===== src/rtl/counter_down6.sv =====
// Mod-6 down counter digit (5..0, wrapping to 5) with synchronous load and an active-low ripple carry.
// Build option COUNTER_DOWN6_LOAD_CLAMP_EN: out-of-range loads (in > 5) clamp to 5 instead of being ignored.
module counter_down6 (
  input  logic       clk,
  input  logic       rst,
  input  logic       enablen,
  input  logic       load,
  input  logic [3:0] in,
  input  logic [3:0] next_count_state,
  output logic [3:0] count,
  output logic       rco_L
);

  typedef enum logic [2:0] {
    S0 = 3'd0,
    S1 = 3'd1,
    S2 = 3'd2,
    S3 = 3'd3,
    S4 = 3'd4,
    S5 = 3'd5
  } state_t;

  state_t state_reg;
  state_t state_next;
  state_t dec_state;
  state_t load_state;
  logic   load_in_range;

  // Wrap S0 back to S5; unreachable encodings fall back to S0 so count stays in 0..5.
  always_comb begin
    dec_state = S0;
    case (state_reg)
      S0:      dec_state = S5;
      S1:      dec_state = S0;
      S2:      dec_state = S1;
      S3:      dec_state = S2;
      S4:      dec_state = S3;
      S5:      dec_state = S4;
      default: dec_state = S0;
    endcase
  end

  assign load_in_range = (in <= 4'd5);

  always_comb begin
    load_state = state_reg;
    if (load_in_range) begin
      load_state = state_t'(in[2:0]);
    end else begin
`ifdef COUNTER_DOWN6_LOAD_CLAMP_EN
      load_state = S5;
`else
      load_state = state_reg;
`endif
    end
  end

  // in is only consulted while load is high, so X/Z on it cannot disturb counting or holding.
  always_comb begin
    state_next = state_reg;
    if (load) begin
      state_next = load_state;
    end else if (!enablen) begin
      state_next = dec_state;
    end
  end

  always_ff @(posedge clk) begin
    if (!rst) begin
      state_reg <= S0;
    end else begin
      state_reg <= state_next;
    end
  end

  assign count = {1'b0, state_reg};

  // Borrow ripples out only when this digit is at 0, enabled, and the lower digit is about to wrap from 9.
  assign rco_L = ~((state_reg == S0) && !enablen && (next_count_state == 4'd9));

endmodule


===== config.mk =====
export PLATFORM = sky130hd
export DESIGN_NAME = counter_down6
export DESIGN_NICKNAME = d
export VERILOG_FILES = /design/src/rtl/counter_down6.sv
export SDC_FILE = /design/constraint.sdc
export NUM_CORES = 1
export LEC_CHECK = 0
export ABC_CLOCK_PERIOD_IN_PS = 1050
export CORE_AREA = 5 5 42 44
export CTS_CLUSTER_SIZE = 16
export DETAILED_ROUTE_END_ITERATION = 12
export DIE_AREA = 0 0 47 49
export PLACE_DENSITY = 0.45
export SETUP_SLACK_MARGIN = 0.15
export SYNTH_ARGS = -nofsm -noshare
export SYNTH_HDL_FRONTEND = slang
export SYNTH_SLANG_ARGS = --single-unit

===== constraint.sdc =====
create_clock -name clk -period 1.05 [get_ports clk]
set_input_delay 0.1575 -clock clk [delete_from_list [all_inputs] [get_ports clk]]
set_output_delay 0.1575 -clock clk [all_outputs]
set_load 0.02 [all_outputs]

# Word-level counts from Yosys, hierarchy flattened
# Cells that the tools add are included.
[op_classes]
add_sub_neg = 0
n_mul = 0
div = 0
n_lt_le_gt_ge = 1
n_eq_ne = 7
shift = 0
muxes = 4
bitwise = 1
n_reduce_logical = 5
[ops]
columns = ["op", "count"]
rows = [
  ["$pmux W3 S5", 1],
  ["$mux W3", 3],
  ["$eq A3 B2 Y1 const B", 2],
  ["$eq A3 B3 Y1 const B", 2],
  ["$eq A4 B4 Y1 const B", 1],
  ["$le A4 B3 Y1 const B", 1],
  ["$ne A2 B1 Y1 const B", 2],
  ["$logic_not A3 Y1", 1],
  ["$logic_and A1 B1 Y1", 2],
  ["$reduce_and A2 Y1", 1],
  ["$logic_not A1 Y1", 1],
  ["$not A1 Y1", 1],
]
[totals]
register_bits = 3
latchBits = 0
mem_bits_rw = 0
mem_bits_ro = 0
inputBits = 12
output_inout_bits = 5
n_memories = 0

# Longest topological paths before layout
[logic_depth]
word_depth = 4
depth_mapped = 5

# Worst setup path after synthesis
# Ideal clock, no wire load.
[synth_path]
path_type = "flip-flop to flip-flop"
startpoint = "register state_reg[0]"
endpoint = "register state_reg[2]"
t_arrival_ps = 1188
required_ps = 935
setup_slack_ps = -254
stages_incl_launch_ff = 5
period_less_slack_ps = 1304
path_cell_list = "dfxtp_1 > nor3_1 > mux2_4 > and3_4 > a31o_1"
[synth_via]
elab_chain_len = 4
word_cells_on_any_way = 8
[synth_lines]
columns = ["item", "line", "rtl"]
rows = [
  ["from (decl)", "23", "state_t state_reg;"],
  ["from (signal assigned)", "72", "state_reg <= state_next;"],
  ["$eq A3 B3 Y1, or another cell as far along", "32", "case (state_reg)"],
  ["$pmux W3 S5 *", "32", ""],
  ["$mux W3 *", "63", "end else if (!enablen) begin"],
  ["$mux W3 *", "61", "if (load) begin"],
]
# Mark *: on every way between the ends. The rest lies on a longest branch, timed or not. The select of a mux whose other input is x is not followed.
# A chain may end at the register's enable or synchronous reset.

# Worst setup path after layout
[layout_path]
startpoint = "register state_reg[0]"
endpoint = "output port rco_L"
[layout_via]
elab_chain_len = 4
[layout_lines]
columns = ["item", "line", "rtl"]
rows = [
  ["$logic_not A3 Y1", "79", "assign rco_L = ~((state_reg == S0) && !enablen && (next_count_state == 4'd9));"],
  ["$logic_and A1 B1 Y1 (2 in series)", "79", ""],
  ["$not A1 Y1", "79", ""],
  ["to (decl)", "11", "output logic rco_L"],
]
# No other way between the ends.

==> flow_metrics.env <==
export IMPL_status="complete, but fails checks"
export IMPL_violations="negative setup slack"
export IMPL_holdPathStages=4
export IMPL_final_cell_mix="dlygate4sd2_1, buf_6, buf_4"
export IMPL_period_share_pct=112.4
export IMPL_post_route_drc_count=0
export IMPL_io_pins=17
export IMPL_cts_root_buf="clkbuf_4"
export IMPL_ys_top_cells_by_area="dfxtp_1, a31o_1, buf_4, mux2_4, and3_4"
export IMPL_fp_dieH_um=49
export IMPL_max_freq_ghz=0.8477
export IMPL_largest_register_ffs=3
export IMPL_regToRegSetupSlack_ns=-0.11
export IMPL_power_frac_comb_pct=35.6
export IMPL_critPathLaunchType="flip-flop"
export IMPL_vias=299
export IMPL_dp_cells=62
export IMPL_synth_top_area_cell="dfxtp_1"
export IMPL_tns_ns=-0.2634
export IMPL_clock_latency_ns=0.23
export IMPL_swShare_pct=27.98
export IMPL_finalCriticalPeriod_ns=1.180
export IMPL_path_delay_family="flip-flops"
export IMPL_grt_antenna_before_repair=0
export IMPL_placementRows=14
export IMPL_die_width_um=47
export IMPL_clock_sinks=3
export IMPL_cts_buffers=3
export IMPL_clockBufferDepth=2
export IMPL_antenna_cells=0
export IMPL_drt_initial_drc_count=0
export IMPL_holdPathEnd="state_reg[2]"
export IMPL_arrival_ns=1.02
export IMPL_placed_area_um2=440.4
export IMPL_hold_buffers=0
export IMPL_post_route_util_pct=35.80
export IMPL_p_int_mw=0.3743
export IMPL_yosys_warnings=0
export IMPL_avgSynthCellArea_um2=8.295
export IMPL_grt_pass1_wl_um=1117
export IMPL_grt_util_all_layers_pct=7.465
export IMPL_synth_top_area_share_pct=26.82
export IMPL_initial_utilization_pct=15.98
export IMPL_worstPathCellList="nor3_4, nand3_1, buf_6"
export IMPL_synth_distinct_cells=20
export IMPL_cellLeakagePower_nw=0.2334
export IMPL_reg2regPathDepth=4
export IMPL_dieArea_mm2=0.002303
export IMPL_slew_viol_final=0
export IMPL_p_switching_mw=0.1454
export IMPL_nets=64
export IMPL_worst_slack_ns=-0.1297
export IMPL_place_gp_congestion=0.6659
export IMPL_max_stage_delay_ns=0.34
export IMPL_cts_tree="done"
export IMPL_crit_buf_inv=1
export IMPL_grt_pass1_vias=298
export IMPL_fin_area_um2=501.7
export IMPL_netlist_instances=27
export IMPL_mostFrequentLayoutCell="dlygate4sd2_1"
export IMPL_rsz0062_at_grt="true"
export IMPL_hold_viol_final=0
export IMPL_htreeDepth=1
export IMPL_critPathSlowestCell="dfxtp_4"
export IMPL_skew_ns=0.002178
export IMPL_drt_pass1_iter_count=1
export IMPL_cap_violations=0
export IMPL_worstHoldStart="in[2]"
export IMPL_cp_required_ns=0.89
export IMPL_clkPwrFrac_pct=38.5
export IMPL_ys_seq_area_share_pct=26.82
export IMPL_synth_seq_cells=3
export IMPL_syn_num_nets=39
export IMPL_avgRoutedWirePerCell_um=11.24
export IMPL_critical_path_class="flip-flop to output pin"
export IMPL_place_hpwl_um=589
export IMPL_critPathCaptureType="output pin"
export IMPL_r2r_start="state_reg[0]"
export IMPL_port_buffers=15
export IMPL_p_per_area_mw_per_mm2=1036
export IMPL_grt_max_degree=7
export IMPL_syn2layout_area_growth_pct=124.0
export IMPL_path_max_fanout=2
export IMPL_drtAntennaViolNets=0
export IMPL_pwr_share_seq_pct=25.9
export IMPL_hold_path_class="primary input to flip-flop"
export IMPL_finalSetupViolCount=3
export IMPL_drive_gt1_share_pct=45.10
export IMPL_final_cells=67
export IMPL_overflow=0
export IMPL_viasPerCell=4.463
export IMPL_syn_area_um2=224.0
export IMPL_clk_pin_slew_worst_paths_ns=0.04
export IMPL_ir_drop_uv=316.3
export IMPL_finalWirelength_um=753
export IMPL_core_mm2=0.001401
export IMPL_reg2reg_to="state_reg[1]"
[cell families after synthesis]
family / count (synthesis) / synth area share, %
AND/OR/NAND/NOR: 9 / 24.58
buffers and inverters: 3 / 8.376
AO/OA/AOI/OAI: 10 / 31.85
flip-flops: 3 / 26.82
other: 1 / 1.674
multiplexers: 1 / 6.702
[tightest hold or removal path, cell delays in order]
cell,delay (ns)
dlygate4sd2_1,0.21
mux2_4,0.14
and3_4,0.15
a31o_1,0.08
[routing by layer]
layer	vias to the layer above	wire length, um	GRT usage (%)
li1	148	-	-
met1	129	275	6.154
met2	18	358	12.22
met3	4	91	2.214
met4	0	27	8.295
met5	-	0	0
[cell usage after synthesis]
master / count
dfxtp_1: 3
a21oi_1: 2
a31o_1: 2
buf_4: 2
nand2_1: 2
o21ai_0: 2
a211oi_1: 1
a21o_1: 1
and3_1: 1
and3_4: 1
conb_1: 1
inv_1: 1
mux2_4: 1
nand3_1: 1
nor2_1: 1
nor3_1: 1
nor4b_1: 1
o211a_1: 1
o41ai_1: 1
or2b_1: 1
[area by class of cell]
cell class | count | area [um^2]
inverter | 1 | 3.754
fill | 171 | 899.6
timing repair buffer | 22 | 205.2
clock buffer | 4 | 26.28
tap | 16 | 20.02
sequential | 3 | 71.32
multi-input combinational | 21 | 175.2
[repair_timing]
| action | CTS | global route |
|---|---|---|
| resized for setup | 39 | 0 |
| setup buffers | 1 | 0 |
| gates cloned | 0 | 0 |
| pin swaps | 7 | 3 |
| endpoints found under the setup margin | 7 | 7 |
[per-stage QoR]
| stage | hold WS [ns] | power [mW] | setup WS [ns] |
|---|---|---|---|
| final | 0.5396 | 0.5197 | -0.1297 |
| after global routing | 0.5747 | 0.5493 | -0.1698 |
| after CTS | 0.5345 | 0.5322 | -0.1450 |
| after detailed placement | 0.6033 | 0.3044 | -0.6718 |
| after global placement | 0.6033 | 0.3020 | -0.6208 |
| after floorplan | 0.2807 | 0.2118 | -0.06257 |
[worst max-delay path by stage]
stage                  from      endpoint  cells after the start
6_report       state_reg[0]         rco_L                      3
5_1_grt        state_reg[0]         rco_L                      3
4_1_cts        state_reg[0]         rco_L                      3
3_5_place_dp        enablen         rco_L                      4
3_3_place_gp        enablen         rco_L                      4
2_1_floorplan  state_reg[2]  state_reg[2]                      4
[power groups by stage]
stage / Sequential [mW] / Combinational [mW] / Clock [mW]
2_1_floorplan: 0.150 / 0.0614 / 0
6_report: 0.135 / 0.185 / 0.200
5_1_grt: 0.136 / 0.199 / 0.215
4_1_cts: 0.134 / 0.187 / 0.211
3_3_place_gp: 0.131 / 0.171 / 0
3_5_place_dp: 0.131 / 0.173 / 0
No activity file was read; power rests on OpenSTA's default activity.
==> edit (same settings) <==
The option `COUNTER_DOWN6_LOAD_CLAMP_EN` is turned on by a define.
--- a/src/rtl/counter_down6.sv
+++ b/src/rtl/counter_down6.sv
@@ -2,2 +2,4 @@
 // Build option COUNTER_DOWN6_LOAD_CLAMP_EN: out-of-range loads (in > 5) clamp to 5 instead of being ignored.
+`define COUNTER_DOWN6_LOAD_CLAMP_EN
+
 module counter_down6 (
Formal check against the unedited RTL: not equivalent (Yosys sat finds a counterexample within 4 cycles, from zero or initial values and one cycle with rst low).
==> edit against the original RTL <==
The run still ends with setup timing left. Area after synthesis shrank 0.56%. Largest power group unchanged. Global-route usage grew 1.5 points. Power grew 2.6%. Cell area grew 11%. Wire length grew 16%. Worst setup slack lost 0.073 ns. Final cell count grew 9.0%. Sequential cell count is the same. Clock skew is essentially flat. Hold slack gained 0.036 ns.
==> edit: results (changes against the original RTL) <==
* **total placed cells including tap cells** 65, was 62
* **number of instances resized during post-cts repair** 35, was 39
* **start of the worst register-to-register path** state_reg[2]$_SDFFE_PN0P_, was state_reg[0]$_SDFFE_PN0P_
* **Max VDD drop** 432 uV, was 316 uV
* **final setup fails** 4, was 3
* **dpl ws** -0.703 ns, was -0.672 ns
* **outcome** finished with violations, unchanged
* **wire length of the first global-routing pass** 1.50 mm, was 1.12 mm
* **violated checks** setup timing, unchanged
* **met2 WL** 428 microns, was 358 microns
* **filler instances** 158, was 171
* **via density per instance** 4.53, was 4.46
* **distinct cell type count after synthesis** 19, was 20
* **Lkg Pwr** 0.231 nW, was 0.233 nW
* **FF-to-FF setup slack** -0.03 ns, was -0.11 ns
* **met2 GRT Util** 0.145, was 0.122
* **detailed-routed wire length on met3** 87 microns, was 91 microns
* **cell area reported after detailed placement** 458 sq um, was 440 sq um
* **count of cells along the worst hold path** 3, was 4
* **largest cells by area after synthesis** sky130_fd_sc_hd__dfxtp_1 (27%), sky130_fd_sc_hd__o32ai_1 (7.9%), sky130_fd_sc_hd__a21oi_1 (6.7%), sky130_fd_sc_hd__o21ai_0 (6.7%), sky130_fd_sc_hd__nor3b_2 (5.6%), was sky130_fd_sc_hd__dfxtp_1 (27%), sky130_fd_sc_hd__a31o_1 (7.8%), sky130_fd_sc_hd__buf_4 (6.7%), sky130_fd_sc_hd__mux2_4 (6.7%), sky130_fd_sc_hd__and3_4 (5.0%)
* **Finished Layout Cells** 73, was 67
* **final wirelength** 871 microns, was 753 microns
* **r2r endpoint** state_reg[0]$_SDFFE_PN0P_, was state_reg[1]$_SDFFE_PN0P_
* **Hold Startpoint** rst, was in[2]
* **Setup Buffers After CTS** 4, was 1
* **clock skew** 0.00246 ns, was 0.00218 ns
* **syn nets** 40, was 39
* **routed length on met1** 341 microns, was 275 microns
* **Pre-antenna DRT Iters** 2, was 1
* **half-perimeter wire length of the detailed placement result** 665 microns, was 589 microns
* **portion of netlist area occupied by mux cells** 0, was 0.0670
* **Compound-Gate Fraction of Synth Area** 0.281, was 0.318
* **slack of the critical path** -0.202 ns, was -0.130 ns
* **cell count of the worst reg-to-reg path** 5, was 4
* **synthesized area per cell** 7.95 sq um, was 8.30 sq um
* **number of DRC violations after detailed-routing iteration 0** 5, was 0
* **routability cong.** 0.702, was 0.666
## edit: power groups by stage
| stage | clock (W) | combinational [W] | sequential, W |
|---|---|---|---|
| finish | 0.000204 | 0.000197 | 0.000132 |
| global placement | 0 | 0.000158 | 0.000133 |
| floorplan | 0 | 0.0000443 | 0.000150 |
| CTS | 0.000209 | 0.000195 | 0.000132 |
| global route | 0.000219 | 0.000214 | 0.000133 |
| detailed placement | 0 | 0.000160 | 0.000133 |
## edit: cells by family after synthesis
| group | Yosys count |
|---|---|
| and+or+nand+nor | 11 |
| AOI/OAI and AO/OA | 10 |
| DFF | 3 |
| buffers and inverters | 3 |
| other | 1 |
## edit: final cells by class
class                      instances  area [sq um]  area share
clock buffer                       4          26.3      0.0473
tap                               16          20.0      0.0360
inverter                           2          7.51      0.0135
multi-input combinational         22           188       0.338
sequential                         3          68.8       0.124
timing repair buffer              26           245       0.441
